==> src/rtl/melody_player_if.sv <==
// melody_player_if: control, RAM write port and status bundle of the melody player.
//   master : board-side logic (buttons/switches, RAM loader); drives controls and writes.
//   slave  : the melody player itself; drives the buzzer and status outputs.
// Signals:
//   play/pause/stop  one-cycle command pulses, no acknowledge: a pulse is acted on
//                    in the cycle it is high if the current state accepts it,
//                    otherwise it is dropped (stop > pause > play when coincident)
//   loop             level, sampled when the last entry completes
//   octave           right-shift applied to the half-period when a note loads
//   wr_en/wr_addr/wr_data  note RAM write port, {last, dur, half}
//   buzzer           square-wave tone
//   busy             high whenever the player is not idle
//   note_idx         address of the entry being played
//   done             one-cycle pulse after the last entry completes
//   dbg_state        current FSM state encoding
interface melody_player_if #(
    parameter int ADDR_W = 6,
    parameter int HALF_W = 20,
    parameter int DUR_W  = 8
);
    logic                      play;
    logic                      pause;
    logic                      stop;
    logic                      loop;
    logic [1:0]                octave;
    logic                      wr_en;
    logic [ADDR_W-1:0]         wr_addr;
    logic [DUR_W+HALF_W:0]     wr_data;
    logic                      buzzer;
    logic                      busy;
    logic [ADDR_W-1:0]         note_idx;
    logic                      done;
    logic [2:0]                dbg_state;

    modport master (
        output play, pause, stop, loop, octave, wr_en, wr_addr, wr_data,
        input  buzzer, busy, note_idx, done, dbg_state
    );

    modport slave (
        input  play, pause, stop, loop, octave, wr_en, wr_addr, wr_data,
        output buzzer, busy, note_idx, done, dbg_state
    );
endinterface

==> src/rtl/melody_player.sv <==
// melody_player: plays a melody stored in an internal note RAM as a square wave.
// Ports:
//   clk  board clock, all logic on the rising edge
//   rst  synchronous active-high reset (RAM contents are kept)
//   bus  melody_player_if slave: commands, RAM write port, buzzer and status
// Each RAM entry is {last, dur, half}; half=0 is a rest. A note lasts max(dur,1)
// ticks of TICK_CYCLES clocks; the last GAP_TICKS ticks of each note are silent.
module melody_player #(
    parameter int ADDR_W      = 6,
    parameter int HALF_W      = 20,
    parameter int DUR_W       = 8,
    parameter int TICK_CYCLES = 2_500_000,
    parameter int GAP_TICKS   = 1
) (
    input  logic        clk,
    input  logic        rst,
    melody_player_if.slave bus
);
    localparam int ENTRY_W = 1 + DUR_W + HALF_W;
    localparam int TICK_W  = (TICK_CYCLES > 1) ? $clog2(TICK_CYCLES) : 1;
    localparam logic [TICK_W-1:0] TICK_LAST = TICK_W'(TICK_CYCLES - 1);

    typedef enum logic [2:0] {
        S_IDLE   = 3'd0,
        S_FETCH  = 3'd1,
        S_LOAD   = 3'd2,
        S_PLAY   = 3'd3,
        S_PAUSED = 3'd4
    } state_t;

    state_t              state, state_d;
    logic [ADDR_W-1:0]   idx, idx_d;
    logic [TICK_W-1:0]   tick_cnt, tick_d;
    logic [DUR_W-1:0]    dur_cnt, dur_d;
    logic [HALF_W-1:0]   tone_cnt, tone_d;
    logic                phase, phase_d;
    logic                done_r, done_d;
    logic                buzzer_r, buzzer_d;
    logic                busy_r;

    logic [ENTRY_W-1:0]  mem [0:2**ADDR_W-1];
    logic [ENTRY_W-1:0]  rd_data;

    // Entry fields latched in LOAD
    logic                last_r;
    logic                rest_r;
    logic [HALF_W-1:0]   half_r;
    logic [DUR_W-1:0]    dur_r;

    logic [HALF_W-1:0]   ld_half, ld_h;
    logic [DUR_W-1:0]    ld_dur, ld_d;
    logic                silent_cur, silent_nxt;

    // Note RAM: writes at any time, registered read issued in FETCH
    always_ff @(posedge clk) begin
        if (bus.wr_en) begin
            mem[bus.wr_addr] <= bus.wr_data;
        end
        if (state == S_FETCH) begin
            rd_data <= mem[idx];
        end
    end

    // Transposed half-period and effective duration of the fetched entry
    always_comb begin
        ld_half = rd_data[HALF_W-1:0];
        ld_dur  = rd_data[HALF_W +: DUR_W];
        ld_h    = ld_half >> bus.octave;
        if (ld_half != '0 && ld_h == '0) begin
            ld_h = HALF_W'(1);
        end
        ld_d = (ld_dur == '0) ? DUR_W'(1) : ld_dur;
    end

    always_comb begin
        state_d  = state;
        idx_d    = idx;
        tick_d   = tick_cnt;
        dur_d    = dur_cnt;
        tone_d   = tone_cnt;
        phase_d  = phase;
        done_d   = 1'b0;
        // Silent for rests and for the trailing GAP_TICKS ticks; the comparison
        // also covers notes no longer than the gap.
        silent_cur = rest_r || ((32'(dur_cnt) + 32'(GAP_TICKS)) >= 32'(dur_r));

        case (state)
            S_IDLE: begin
                if (bus.play) begin
                    state_d = S_FETCH;
                    idx_d   = '0;
                end
            end
            S_FETCH: state_d = S_LOAD;
            S_LOAD: begin
                state_d = S_PLAY;
                tick_d  = '0;
                dur_d   = '0;
                tone_d  = '0;
                phase_d = 1'b0;
            end
            S_PLAY: begin
                if (!silent_cur) begin
                    if (tone_cnt == half_r - HALF_W'(1)) begin
                        tone_d  = '0;
                        phase_d = ~phase;
                    end else begin
                        tone_d = tone_cnt + HALF_W'(1);
                    end
                end
                if (tick_cnt == TICK_LAST) begin
                    tick_d = '0;
                    if (dur_cnt == dur_r - DUR_W'(1)) begin
                        if (!last_r) begin
                            idx_d   = idx + ADDR_W'(1);
                            state_d = S_FETCH;
                        end else begin
                            done_d  = 1'b1;
                            idx_d   = '0;
                            state_d = bus.loop ? S_FETCH : S_IDLE;
                        end
                    end else begin
                        dur_d = dur_cnt + DUR_W'(1);
                    end
                end else begin
                    tick_d = tick_cnt + TICK_W'(1);
                end
                // The cycle carrying the pause still counts as a played cycle;
                // a pause landing on the final cycle of a note is overtaken by
                // the note ending.
                if (bus.pause && state_d == S_PLAY) begin
                    state_d = S_PAUSED;
                end
            end
            S_PAUSED: begin
                if (bus.play) begin
                    state_d = S_PLAY;
                end
            end
            default: state_d = S_IDLE;
        endcase

        if (bus.stop) begin
            state_d = S_IDLE;
            idx_d   = '0;
            done_d  = 1'b0;
        end

        // Buzzer is registered from next-cycle values so it never lags the gap
        silent_nxt = rest_r || ((32'(dur_d) + 32'(GAP_TICKS)) >= 32'(dur_r));
        buzzer_d   = (state_d == S_PLAY) && phase_d && !silent_nxt;
    end

    always_ff @(posedge clk) begin
        if (rst) begin
            state    <= S_IDLE;
            idx      <= '0;
            tick_cnt <= '0;
            dur_cnt  <= '0;
            tone_cnt <= '0;
            phase    <= 1'b0;
            done_r   <= 1'b0;
            buzzer_r <= 1'b0;
            busy_r   <= 1'b0;
            last_r   <= 1'b0;
            rest_r   <= 1'b0;
            half_r   <= '0;
            dur_r    <= '0;
        end else begin
            state    <= state_d;
            idx      <= idx_d;
            tick_cnt <= tick_d;
            dur_cnt  <= dur_d;
            tone_cnt <= tone_d;
            phase    <= phase_d;
            done_r   <= done_d;
            buzzer_r <= buzzer_d;
            busy_r   <= (state_d != S_IDLE);
            if (state == S_LOAD) begin
                last_r <= rd_data[ENTRY_W-1];
                rest_r <= (ld_half == '0);
                half_r <= ld_h;
                dur_r  <= ld_d;
            end
        end
    end

    assign bus.buzzer    = buzzer_r;
    assign bus.busy      = busy_r;
    assign bus.note_idx  = idx;
    assign bus.done      = done_r;
    assign bus.dbg_state = state;
endmodule

==> src/flat_wrapper.sv <==
// flat-port wrapper written by rule: the top's interface ports become plain ports
module melody_player_flat 
#(
    parameter int ADDR_W      = 6,
    parameter int HALF_W      = 20,
    parameter int DUR_W       = 8,
    parameter int TICK_CYCLES = 2_500_000,
    parameter int GAP_TICKS   = 1
)
  (clk, rst, bus_play, bus_pause, bus_stop, bus_loop, bus_octave, bus_wr_en, bus_wr_addr, bus_wr_data, bus_buzzer, bus_busy, bus_note_idx, bus_done, bus_dbg_state);
  melody_player_if #(.ADDR_W(ADDR_W), .HALF_W(HALF_W), .DUR_W(DUR_W)) bus_i ();
  input  logic clk;
  input  logic rst;
  input wire logic [$bits(bus_i.play)-1:0] bus_play;
  input wire logic [$bits(bus_i.pause)-1:0] bus_pause;
  input wire logic [$bits(bus_i.stop)-1:0] bus_stop;
  input wire logic [$bits(bus_i.loop)-1:0] bus_loop;
  input wire logic [$bits(bus_i.octave)-1:0] bus_octave;
  input wire logic [$bits(bus_i.wr_en)-1:0] bus_wr_en;
  input wire logic [$bits(bus_i.wr_addr)-1:0] bus_wr_addr;
  input wire logic [$bits(bus_i.wr_data)-1:0] bus_wr_data;
  output wire logic [$bits(bus_i.buzzer)-1:0] bus_buzzer;
  output wire logic [$bits(bus_i.busy)-1:0] bus_busy;
  output wire logic [$bits(bus_i.note_idx)-1:0] bus_note_idx;
  output wire logic [$bits(bus_i.done)-1:0] bus_done;
  output wire logic [$bits(bus_i.dbg_state)-1:0] bus_dbg_state;
  assign bus_i.play = bus_play;
  assign bus_i.pause = bus_pause;
  assign bus_i.stop = bus_stop;
  assign bus_i.loop = bus_loop;
  assign bus_i.octave = bus_octave;
  assign bus_i.wr_en = bus_wr_en;
  assign bus_i.wr_addr = bus_wr_addr;
  assign bus_i.wr_data = bus_wr_data;
  assign bus_buzzer = bus_i.buzzer;
  assign bus_busy = bus_i.busy;
  assign bus_note_idx = bus_i.note_idx;
  assign bus_done = bus_i.done;
  assign bus_dbg_state = bus_i.dbg_state;
  melody_player #(.ADDR_W(ADDR_W), .HALF_W(HALF_W), .DUR_W(DUR_W), .TICK_CYCLES(TICK_CYCLES), .GAP_TICKS(GAP_TICKS)) u_core (.clk(clk), .rst(rst), .bus(bus_i));
endmodule
==> config.mk <==
export PLATFORM = sky130hd
export DESIGN_NAME = melody_player_flat
export DESIGN_NICKNAME = d
export VERILOG_FILES = /design/src/rtl/melody_player_if.sv /design/src/rtl/melody_player.sv /design/src/flat_wrapper.sv
export SDC_FILE = /design/constraint.sdc
export NUM_CORES = 2
export LEC_CHECK = 0
export ABC_AREA = 1
export CAP_MARGIN = 20
export CORE_MARGIN = 3
export CORE_UTILIZATION = 25
export DETAILED_ROUTE_END_ITERATION = 12
export GPL_ROUTABILITY_DRIVEN = 0
export REMOVE_ABC_BUFFERS = 1
export SYNTH_ARGS = -nofsm -noshare
export SYNTH_HDL_FRONTEND = slang
export SYNTH_SLANG_ARGS = --single-unit
==> constraint.sdc <==
create_clock -name clk -period 10.65 [get_ports clk]
set_input_delay 2.6625 -clock clk [delete_from_list [all_inputs] [get_ports clk]]
set_output_delay 2.6625 -clock clk [all_outputs]
set_load 0.02 [all_outputs]
* Word level (Yosys, flattened, before mapping)
Memories as Yosys holds them, arrays and structs flattened. A register that Yosys moved wholly into a read port is not among the register bits.
Index checks and enable logic that the tools add are counted.
** Word-level totals
- Bits in writable memories :: 1856
- Word-level logic and storage cells :: 92
- Input port bits :: 44
- Register bits after elaboration :: 93
- Memories kept :: 1
** Memories
- u_core.mem :: depth 64, width 29, rd ports 1, clocked after memory_dff 1, wr ports 1, RTL line melody_player.sv:41 : logic [ENTRY_W-1:0] mem [0:2**ADDR_W-1];
** Cells by class
- Reductions and logical operators :: 19
- Multiplexer cells :: 31
- $add $sub $neg :: 8
- Equality and inequality tests :: 13
- Shift operators :: 1
- Magnitude comparators :: 2
- Bitwise operators :: 4
** Operators with widths (count)
- $ge 32x8->1 :: 2
- $mux 20 :: 3
- $pmux 22 s2 :: 1
- $logic_not 20->1 :: 2
- $pmux 20 s2 :: 1
- $mux 3 :: 8
- $mux 6 :: 4
- $mux 8 :: 3
- $add 22x1->22 const B :: 1
- $eq 22x22->1 const B :: 1
- $mux 22 :: 1
- $add 20x1->20 const B :: 1
- $eq 20x20->1 :: 1
- $reduce_bool 20->1 :: 1
- $shr 20x2->20 :: 1
- $sub 20x1->20 const B :: 1
- $add 8x1->9 const B :: 2
- $pmux 8 s2 :: 1
- $pmux 3 s5 :: 1
- $eq 3x2->1 const B :: 4
- $pmux 6 s2 :: 1
- $add 8x1->8 const B :: 1
- $eq 8x8->1 :: 1
- $logic_not 8->1 :: 1
- other kinds (19) :: 34

* Depth between registers and ports, before layout
- Depth after elaboration :: 13
- Depth in mapped cells :: 29
- Mapped depth without buffers :: 28

* Worst setup path before layout
Ideal clock, no wire load.
- Path type :: input-to-reg
- Start point :: in bus_wr_en
- End point :: mem u_core.mem[41][0] (netlist name), enable pin
- Library setup time :: 0.489 ns
- Cell stages on the path :: 3
- Data required time :: 10.161 ns
- Path buffers :: 1
- Path slack :: 4.125 ns
- Arrival :: 6.036 ns
- Cell sequence :: clkbuf_1 > nand4_1 > nor4_1
** Between the ends
- Word-level cells in the longest chain between the ends :: 2
** Ends and longest elaborated chain
- start: declaration :: RTL line flat_wrapper.sv:19 : input wire logic [$bits(bus_i.wr_en)-1:0] bus_wr_en;
- $mux 1 :: RTL line melody_player.sv:56 : if (bus.wr_en) begin
- $mux 1 (implied by the code) :: RTL line melody_player.sv:57 : mem[bus.wr_addr] <= bus.wr_data;
- end: declaration :: RTL line melody_player.sv:41
No other way between the ends.

* Final worst setup path
- Start point :: reg u_core.idx[3], in the netlist u_core.bus.note_idx[3]
- End point :: out bus_note_idx[3]
** RTL lines
- start: declaration :: RTL line melody_player.sv:32 : logic [ADDR_W-1:0] idx, idx_d;
- start signal: assignment :: RTL line melody_player.sv:171 : idx <= idx_d;
- end: declaration :: RTL line flat_wrapper.sv:24 : output wire logic [$bits(bus_i.note_idx)-1:0] bus_note_idx;
No word-level cell between the ends.

==> impl_results.md <==
- Die area: between 300,000 and 400,000 sq um
- Max IR drop VDD: approximately 0.16 mV
- Design Area, Final: around 91,000 sq um
- Ratio of cells with drive above 1 in the final layout: around 7.8%
- Synth Instances: around 6,500
- RSZ-0062 raised after global routing: false
- Critical Setup Path Class: reg2out
- Number of enable flip-flop cells after synthesis: roughly 1,900
- Reg2reg setup slack: about 5.6 ns
- Initial Util: roughly 25%
- Relative slew slack: around 9%
- Worst hold path type: reg2reg
- Root Driver: clkbuf_16
- Final hold violation count: 0
- Final period utilization: between 50% and 60%
- Slew Viols, Final: 0
- Post-CTS sizing: 0
- Setup ws final: between 5 and 6 ns
- CTS tree: done
- Leak: 28.6 nW
- Ys Warns: 0
- WHS: ~0.49 ns
- Async S/R FF share, synth: 0%
- Num CTS Buffers: 192
- Total GRT Usage: 14.2%
- Setup WS pre-CTS: between 4 and 5 ns
- Worst-Margin Slew: approximately 1.4 ns
- Pwr dens: 176 nW/um^2
- Register area share after synthesis: 73.0%
- Clock Path Buffers: 3
- Share of the synthesized area in the top cell type: 70.6%
- Drt drc: 0
- Fmax: between 0.15 and 0.2 GHz
- Synth Cell Area: roughly 80,000 sq um
- Placed inst area: ~85,000 sq um
- Post-layout minimum cycle time: approximately 5.6 ns
- Status: finished clean
- Clk pin slew, worst setup/hold paths: 0.07 ns
- Power Total: approximately 16 mW
- Antenna Nets Post-Route: 0
- Port bufs: between 50 and 60
- Area contributors post-synth: edfxtp_1, o21ai_0, nor2_1
- First-pass DRT Iterations: 5
- Via count: ~53,000
- Syn Area/Cell: 12.4 sq um
- Ys flop type: edfxtp_1
- Number of synthesized register bits: ~2,000
- Htree depth: 4
- Dominant cell by count in the synthesized netlist: edfxtp_1
- Max FO, Critical Path: 71
- Row cnt: 207
- Total grt overflow: 0
- WL/cell: between 20 and 25 um
- Critical path data arrival time: about 2.9 ns
- Area delta synth->final: 14.1%
- Wire length on met3: 23,100 um
- Initial antenna violation count: 22
- Post-synth cell types: 57
- I/O pin total: 56
- Final nets: 6,409
- Largest net degree at the start of global routing: around 170
- Met2 wire length: ~110,000 um
- CTS Hold Buffers Added: 0
- Endpoints failing setup: 0
- # Post-CTS Setup Buffers: 0
- First-pass GRT wire length: between 300,000 and 400,000 um
- Via/cell ratio: 4.99
- Clock tree sinks: about 2,000
- 1st-iter DRT viols: about 6,800
- DR top layer: met5
- Critical Path RT: around 8.0 ns
- Post-synth top cells: edfxtp_1, nor2_1, o21ai_0, o22ai_1, clkbuf_1
- Vias in the first global route: around 50,000
- Std-Cell Core Area: between 300,000 and 400,000 sq um
- Post-synth top area cell: edfxtp_1
- Overall routed net length: between 200,000 and 250,000 um
- # Max-Cap Violations: 0
- M1 wire length: a little under 100,000 um
- Die Wd: roughly 570 um
- Post-DP HPWL: 137,000 um
- Skew final: 0.0613 ns
- Crit end category: output port
- Vert. Die Dim: about 570 um
- Element type at the critical path start: register
- Worst-Skew Late Latency: ~0.85 ns
-- layer usage --
| metal | up-vias | GRT usage, % |
|---|---|---|
| met1 | 26570 | 19.3 |
| met2 | 2671 | 22.3 |
| met4 | 10 | 5.07 |
| li1 | 23667 | - |
| met3 | 427 | 3.14 |
| met5 | - | 0 |
-- through the flow --
stage                     instances  utilization, %  TNS [ns]
after floorplan                6016               -  -1066.84
after global placement        10324            26.7         0
after detailed placement      10326            26.7         0
after CTS                     10680            28.7         0
after global routing          10683            28.7         0
final                         10686            28.7         0
-- logic make-up after synthesis --
logic type / after synthesis / share of synthesized area [%]
fa+ha+maj: 23 / 0.359
buf+inv: 594 / 3.07
flops: 1978 / 73.0
xor+xnor: 52 / 0.586
simple gates: 1895 / 9.66
mux: 4 / 0.0500
compound gates: 1911 / 13.3
-- where the power goes --
part | switching, mW | internal, mW | total (mW)
clock | 2.97 | 3.82 | 6.79
sequential | 0.0210 | 8.57 | 8.59
combinational | 0.560 | 0.144 | 0.704
-- cell usage in the layout, fill, tap and decap left out, types with 44 or more instances in the layout --
master,netlist,routed
o221ai_1,59,59
o21ai_1,49,49
buf_4,15,83
a21oi_1,68,68
clkbuf_16,0,195
nor2_1,1356,1300
inv_1,139,139
edfxtp_1,1885,1885
clkbuf_1,305,44
nand2_1,288,288
o22ai_1,501,501
nand3_1,93,93
clkinv_1,5,56
o21ai_0,1144,1144
nor2_4,5,61
dfxtp_1,93,87
-- area by class of cell --
cell class | count | area, sq um
Clock buffer | 241 | 5060
Sequential cell | 1978 | 58500
Inverter | 153 | 599
Multi-Input combinational cell | 3885 | 19700
Antenna cell | 4 | 10.0
Tap cell | 4180 | 5230
Clock inverter | 113 | 1180
Fill cell | 32021 | 227000
Timing Repair Buffer | 132 | 1190
-- worst max-delay path: stages, from the launching register on --
cell and delay [ns]:
dfxtp_4 0.91, buf_12 0.43, clkdlybuf4s50_1 0.68
-- state kept, by name, summed over array words and instances, names as in the netlist, 3 cells and up --
register and count:
u_core.half_r 20, u_core.bus.note_idx 6, u_core.tick_cnt 22, u_core.dur_cnt 8, u_core.bus.dbg_state 3, u_core.rd_data 29
u_core.tone_cnt 20, u_core.dur_r 8, u_core.mem 1856
-- final timing paths --
path / from / to / cells past startpoint
worst max-delay path: u_core.bus.note_idx[3] / bus_note_idx[3] / 2
worst min-delay path: u_core.tick_cnt[4] / u_core.tick_cnt[4] / 2
worst max register to register: u_core.bus.note_idx[0] / u_core.rd_data[23] / 8
worst min register to register: u_core.tick_cnt[4] / u_core.tick_cnt[4] / 2
Note: power is estimated with default switching activity, not from simulation.
